<file path="config.mk">
export PLATFORM = sky130hd
export DESIGN_NAME = shift_transmitter
export DESIGN_NICKNAME = d
export VERILOG_FILES = /design/src/rtl/shift_transmitter.sv
export SDC_FILE = /design/constraint.sdc
export NUM_CORES = 1
export LEC_CHECK = 0
export CORE_ASPECT_RATIO = 1.4
export CORE_MARGIN = 4
export CORE_UTILIZATION = 35
export DETAILED_ROUTE_END_ITERATION = 6
export DONT_BUFFER_PORTS = 1
export GPL_ROUTABILITY_DRIVEN = 0
export PLACE_DENSITY = 0.53
export SLEW_MARGIN = 20
export SYNTH_ARGS = -nofsm -noshare
export SYNTH_HDL_FRONTEND = slang
export SYNTH_SLANG_ARGS = --single-unit
</file>
<file path="constraint.sdc">
create_clock -name sync_clk -period 1.5 [get_ports sync_clk]
set_input_delay 0.15 -clock sync_clk [delete_from_list [all_inputs] [get_ports sync_clk]]
set_output_delay 0.15 -clock sync_clk [all_outputs]
set_load 0.02 [all_outputs]
</file>
<file path="src/rtl/shift_transmitter.sv">
// shift_transmitter: parallel-to-serial sender, MSB first, with a generated shift clock.
// Each frame: handshake accept, NUM_SHIFTS shift_clk periods, then a GAP-cycle idle gap.
module shift_transmitter #(
    parameter int N          = 11,
    parameter int NUM_SHIFTS = 11,
    parameter int CLK_DIV    = 2,
    parameter int GAP        = 2
) (
    input  logic         sync_clk,
    input  logic         reset,
    input  logic [N-1:0] in_data,
    input  logic         load_valid,
    output logic         load_ready,
    output logic         shift_clk,
    output logic         serial_out,
    output logic         busy,
    output logic         frame_done
);
    localparam int HW = CLK_DIV > 1 ? $clog2(CLK_DIV) : 1;
    localparam int SW = $clog2(NUM_SHIFTS + 1);
    localparam int GW = GAP > 1 ? $clog2(GAP) : 1;

    typedef enum logic [1:0] {IDLE, SHIFT, DONE} state_t;

    state_t         state_q, state_d;
    logic [N-1:0]   sh_q, sh_d;
    logic [HW-1:0]  hc_q, hc_d;
    logic [SW-1:0]  sc_q, sc_d;
    logic [GW-1:0]  gc_q, gc_d;
    logic           shift_clk_q, shift_clk_d;
    logic           serial_out_q, serial_out_d;
    logic           load_ready_q, load_ready_d;
    logic           busy_q, busy_d;
    logic           frame_done_q, frame_done_d;

    always_comb begin
        state_d      = state_q;
        sh_d         = sh_q;
        hc_d         = hc_q;
        sc_d         = sc_q;
        gc_d         = gc_q;
        shift_clk_d  = shift_clk_q;
        serial_out_d = serial_out_q;
        load_ready_d = load_ready_q;
        busy_d       = busy_q;
        frame_done_d = 1'b0;
        case (state_q)
            IDLE: if (load_valid && load_ready_q) begin
                state_d      = SHIFT;
                sh_d         = in_data;
                serial_out_d = in_data[N-1];
                load_ready_d = 1'b0;
                busy_d       = 1'b1;
                hc_d         = '0;
                sc_d         = '0;
                shift_clk_d  = 1'b0;
            end
            SHIFT: if (hc_q != HW'(CLK_DIV - 1)) begin
                hc_d = hc_q + 1'b1;
            end else begin
                hc_d = '0;
                // a half-period ends: rise, finish the frame, or fall and advance the bit
                if (!shift_clk_q) begin
                    shift_clk_d = 1'b1;
                    sc_d        = sc_q + 1'b1;
                end else if (sc_q == SW'(NUM_SHIFTS)) begin
                    state_d      = DONE;
                    shift_clk_d  = 1'b0;
                    serial_out_d = 1'b1;
                    frame_done_d = 1'b1;
                    gc_d         = '0;
                end else begin
                    shift_clk_d  = 1'b0;
                    sh_d         = (sh_q << 1) | N'(1);
                    serial_out_d = sh_d[N-1];
                end
            end
            DONE: if (gc_q == GW'(GAP - 1)) begin
                state_d      = IDLE;
                load_ready_d = 1'b1;
                busy_d       = 1'b0;
            end else begin
                gc_d = gc_q + 1'b1;
            end
            default: state_d = IDLE;
        endcase
    end

    always_ff @(posedge sync_clk or negedge reset) begin
        if (!reset) begin
            state_q      <= IDLE;
            sh_q         <= '0;
            hc_q         <= '0;
            sc_q         <= '0;
            gc_q         <= '0;
            shift_clk_q  <= 1'b0;
            serial_out_q <= 1'b1;
            load_ready_q <= 1'b1;
            busy_q       <= 1'b0;
            frame_done_q <= 1'b0;
        end else begin
            state_q      <= state_d;
            sh_q         <= sh_d;
            hc_q         <= hc_d;
            sc_q         <= sc_d;
            gc_q         <= gc_d;
            shift_clk_q  <= shift_clk_d;
            serial_out_q <= serial_out_d;
            load_ready_q <= load_ready_d;
            busy_q       <= busy_d;
            frame_done_q <= frame_done_d;
        end
    end

    assign load_ready = load_ready_q;
    assign shift_clk  = shift_clk_q;
    assign serial_out = serial_out_q;
    assign busy       = busy_q;
    assign frame_done = frame_done_q;
endmodule
</file>
==> impl_metrics.prom <==
# TYPE chip_impl_metric gauge
chip_impl_info{name="run_status",value="complete, but fails checks"} 1
chip_impl_info{name="failed_checks",value="setup timing"} 1
chip_impl_info{name="tritoncts",value="yes"} 1
chip_impl_metric{name="slew_headroom",unit=""} 0.634
chip_impl_metric{name="synth_enable_flop_cells",unit=""} 0
chip_impl_metric{name="worst-endpoint-arrival",unit="ns"} 1.66
chip_impl_metric{name="report.final.slew_viol_count",unit=""} 0
chip_impl_metric{name="boundaryPins",unit=""} 19
chip_impl_metric{name="design.die.area",unit="µm²"} 4360
chip_impl_metric{name="initial_utilization",unit=""} 0.369
chip_impl_metric{name="ys_async_sr_fraction",unit=""} 1.00
chip_impl_metric{name="num-nets-final",unit=""} 135
chip_impl_metric{name="timing_hold_violations_final",unit=""} 0
chip_impl_info{name="type_of_the_worst_min_delay_path",value="primary input to register"} 1
chip_impl_metric{name="drcViolationCount",unit=""} 0
chip_impl_metric{name="synth_warnings",unit=""} 0
chip_impl_metric{name="detailed_placement_wirelength_estimate",unit="µm"} 1970
chip_impl_metric{name="drt_first_iter_violations",unit=""} 22
chip_impl_metric{name="grt_max_degree",unit=""} 24
chip_impl_metric{name="grt_use_met2",unit=""} 0.219
chip_impl_info{name="critPathKind",value="register to register"} 1
chip_impl_metric{name="drive_gt1_frac",unit=""} 0.479
chip_impl_metric{name="groute.layer.met3.usage",unit=""} 0.0254
chip_impl_metric{name="first_global_vias",unit=""} 941
chip_impl_metric{name="critPathMaxStageDelay",unit="ns"} 0.39
chip_impl_metric{name="synth.cell_area",unit="µm²"} 1170
chip_impl_metric{name="timing.final.setup_violations",unit=""} 9
chip_impl_metric{name="core_region_area",unit="µm²"} 3180
chip_impl_metric{name="grtUsageTotal",unit=""} 0.127
chip_impl_metric{name="power-per-cell-area",unit="nW/µm²"} 2070
chip_impl_metric{name="mappedNetlistNets",unit=""} 113
chip_impl_metric{name="antenna_cells",unit=""} 0
chip_impl_metric{name="gr-usage-met1",unit=""} 0.148
chip_impl_info{name="critical_path.top_delay_family",value="flip-flops"} 1
chip_impl_info{name="global_route.peak_usage_layer",value="met2"} 1
chip_impl_metric{name="routed_wire_length_per_instance",unit="µm"} 15.9
chip_impl_metric{name="crit_path_max_fanout",unit=""} 5
chip_impl_metric{name="placementRows",unit=""} 24
chip_impl_metric{name="routed-via-count",unit=""} 827
chip_impl_metric{name="total_cts_buffers",unit=""} 3
chip_impl_metric{name="syn_area_per_cell",unit="µm²"} 12.0
chip_impl_metric{name="postCtsSetupRepairBufs",unit=""} 0
chip_impl_metric{name="via_per_inst",unit=""} 5.23
chip_impl_metric{name="syn-instance-count",unit=""} 98
chip_impl_info{name="setup.worst_path.start_class",value="register"} 1
chip_impl_info{name="timing.critical_path.cells",value="ha_2, and4b_2, a21oi_4, buf_6, mux2_4"} 1
chip_impl_metric{name="maxCapViolations",unit=""} 0
chip_impl_metric{name="critical_path_required",unit="ns"} 1.65
chip_impl_metric{name="ir_worst_vdd",unit="mV"} 1.11
chip_impl_metric{name="place_worst_setup_slack",unit="ns"} -0.0261
chip_impl_metric{name="worst_setup_margin",unit="ns"} -0.0105
chip_impl_metric{name="die_w",unit="µm"} 56.9
chip_impl_info{name="clock_tree.root_cell",value="sky130_fd_sc_hd__clkbuf_8"} 1
chip_impl_metric{name="drt_pass1_iterations",unit=""} 4
chip_impl_metric{name="final-instance-count-excl-fill",unit=""} 158
chip_impl_metric{name="worst_skew_pair_later_pin_latency",unit="ns"} 0.26
chip_impl_metric{name="path_buf_inv",unit=""} 1
chip_impl_metric{name="netlist-cell-type-count",unit=""} 37
chip_impl_metric{name="placement.io_buffers",unit=""} 0
chip_impl_metric{name="synth_seq_cells",unit=""} 23
chip_impl_metric{name="p_leak",unit="nW"} 0.617
chip_impl_metric{name="maximum_level_of_the_cts_h_tree",unit=""} 1
chip_impl_metric{name="clk_pin_slew_worst_paths",unit="ns"} 0.08
chip_impl_metric{name="drt.antenna.violating_nets",unit=""} 0
chip_impl_metric{name="grt_first_pass_wirelength",unit="µm"} 4460
chip_impl_metric{name="timing_worst_slew_pin_value",unit="ns"} 0.544
chip_impl_metric{name="finalWorstPathRequiredPeriod",unit="ns"} 1.51
chip_impl_info{name="slowest_stage",value="sky130_fd_sc_hd__dfrtp_1"} 1
chip_impl_metric{name="die-height",unit="µm"} 76.5
chip_impl_info{name="rsz0062_at_grt",value="true"} 1
chip_impl_info{name="cp-end-kind",value="register"} 1
chip_impl_metric{name="fin_skew",unit="ns"} 0.00164
chip_impl_info{name="ys_dominant_reg_cell",value="sky130_fd_sc_hd__dfrtp_1"} 1
chip_impl_metric{name="fmax",unit="MHz"} 662
chip_impl_metric{name="clock_path_buffers",unit=""} 2
chip_impl_metric{name="tritoncts_num_sinks",unit=""} 23
chip_impl_metric{name="placed_insts",unit=""} 152
chip_impl_metric{name="antenna_found_initial",unit=""} 0
chip_impl_metric{name="timing.final.crit_share",unit=""} 1.01
chip_impl_metric{name="drt-total-wl",unit="µm"} 2520
chip_impl_metric{name="yosysSeqAreaShare",unit=""} 0.493
chip_impl_metric{name="setup_tns",unit="ns"} -0.0587
chip_impl_metric{name="area_growth_syn_to_layout",unit="%"} 24.8
chip_impl_metric{name="grt_remaining_overflow",unit=""} 0
chip_impl_metric{name="nFillCells",unit=""} 317
cell usage after synthesis, drive strengths merged (3+ instances only):
master  instances  area [µm²]
dfrtp          21         526
a21oi           7        46.3
mux2           19         214
o21ai           5        25.0
o31ai           3        22.5
inv             3        11.3
nand2           5        18.8
power by group:
part | internal (mW) | switching, mW
clock network | 0.189 | 0.190
registers | 0.891 | 0.209
logic | 0.926 | 0.630
total | 2.01 | 1.03
final cells by class:
cell class	count	area, µm²	area share
inverter	3	11.3	0.00769
timing repair buffer	21	169	0.115
tap	39	48.8	0.0333
clock buffer	4	45.0	0.0307
multi-input combinational	68	611	0.417
sequential	23	581	0.396
what timing repair did:
action | 4_1_cts | 5_1_grt
cloned | 0 | 0
hold endpoints to repair | 23 | 21
hold buffers | 1 | 1
setup endpoints to repair | 10 | 13
gates resized for setup | 15 | 5
pin swaps | 1 | 2
state kept, by name, indices dropped and copies added (netlist names):
signal,cells
load_ready,1
state_q,2
serial_out,1
sh_q,10
hc_q,1
gc_q,1
busy,1
sc_q,4
frame_done,1
shift_clk,1
layout by cell type, fill, tap and decap left out, types with 2 or more instances in the layout:
| master | netlist | layout |
|---|---|---|
| sky130_fd_sc_hd__nand2_1 | 5 | 5 |
| sky130_fd_sc_hd__a21oi_2 | 0 | 2 |
| sky130_fd_sc_hd__a21oi_1 | 6 | 4 |
| sky130_fd_sc_hd__nor2_1 | 2 | 2 |
| sky130_fd_sc_hd__dfrtp_2 | 0 | 2 |
| sky130_fd_sc_hd__nor3_1 | 2 | 2 |
| sky130_fd_sc_hd__buf_6 | 1 | 3 |
| sky130_fd_sc_hd__mux2_2 | 19 | 10 |
| sky130_fd_sc_hd__dfstp_2 | 2 | 2 |
| sky130_fd_sc_hd__inv_1 | 3 | 3 |
| sky130_fd_sc_hd__dfrtp_1 | 21 | 19 |
| sky130_fd_sc_hd__o21ai_0 | 5 | 5 |
| sky130_fd_sc_hd__mux2_4 | 0 | 9 |
| sky130_fd_sc_hd__o31ai_1 | 3 | 3 |
| sky130_fd_sc_hd__o2bb2ai_1 | 2 | 2 |
| sky130_fd_sc_hd__buf_4 | 0 | 16 |
| sky130_fd_sc_hd__clkbuf_8 | 0 | 3 |
metrics by stage:
stage                     power [mW]  hold slack (ns)  utilization  instance area, µm²
after floorplan                 2.00           -0.146            -                1170
after global placement          2.44           -0.145        0.421                1340
after detailed placement        2.48           -0.145        0.421                1340
after CTS                       3.05           0.0288        0.454                1450
after global routing            3.27           0.0481        0.460                1470
final                           3.04           0.0357        0.460                1470
kinds of logic (layout without fill, tap and decap cells):
family                     count (synthesis)  in the layout  synth area share
AOI/OAI and AO/OA                         22             22             0.129
adders and majority gates                  1              1            0.0107
buffers and inverters                      7             28            0.0309
DFF                                       23             23             0.493
muxes                                     19             19             0.182
and+or+nand+nor                           26             26             0.155
worst paths after layout:
| check | cells past startpoint | from | slack (ns) | end |
|---|---|---|---|---|
| max | 5 | sc_q[0] | -0.01 | sh_q[8] |
| min | 1 | in_data[0] | 0.04 | sh_q[0] |
| max reg2reg | 5 | sc_q[0] | -0.01 | sh_q[8] |
| min reg2reg | 1 | sh_q[0] | 0.50 | sh_q[0] |
| max in group asynchronous | 2 | reset | 0.74 | state_q[1] |
| min in group asynchronous | 2 | reset | 0.39 | busy |
routing by layer:
metal	vias up	wire length (µm)
met4	0	55
met2	14	1340
li1	401	-
met1	408	1030
met5	-	0
met3	4	96
worst register-to-register path, stage by stage (launching register included):
cell and delay [ns]:
sky130_fd_sc_hd__dfrtp_1 0.39, sky130_fd_sc_hd__ha_2 0.19, sky130_fd_sc_hd__and4b_2 0.23, sky130_fd_sc_hd__a21oi_4 0.14
sky130_fd_sc_hd__buf_6 0.15, sky130_fd_sc_hd__mux2_4 0.30
Power figures use the tool's default switching activity.
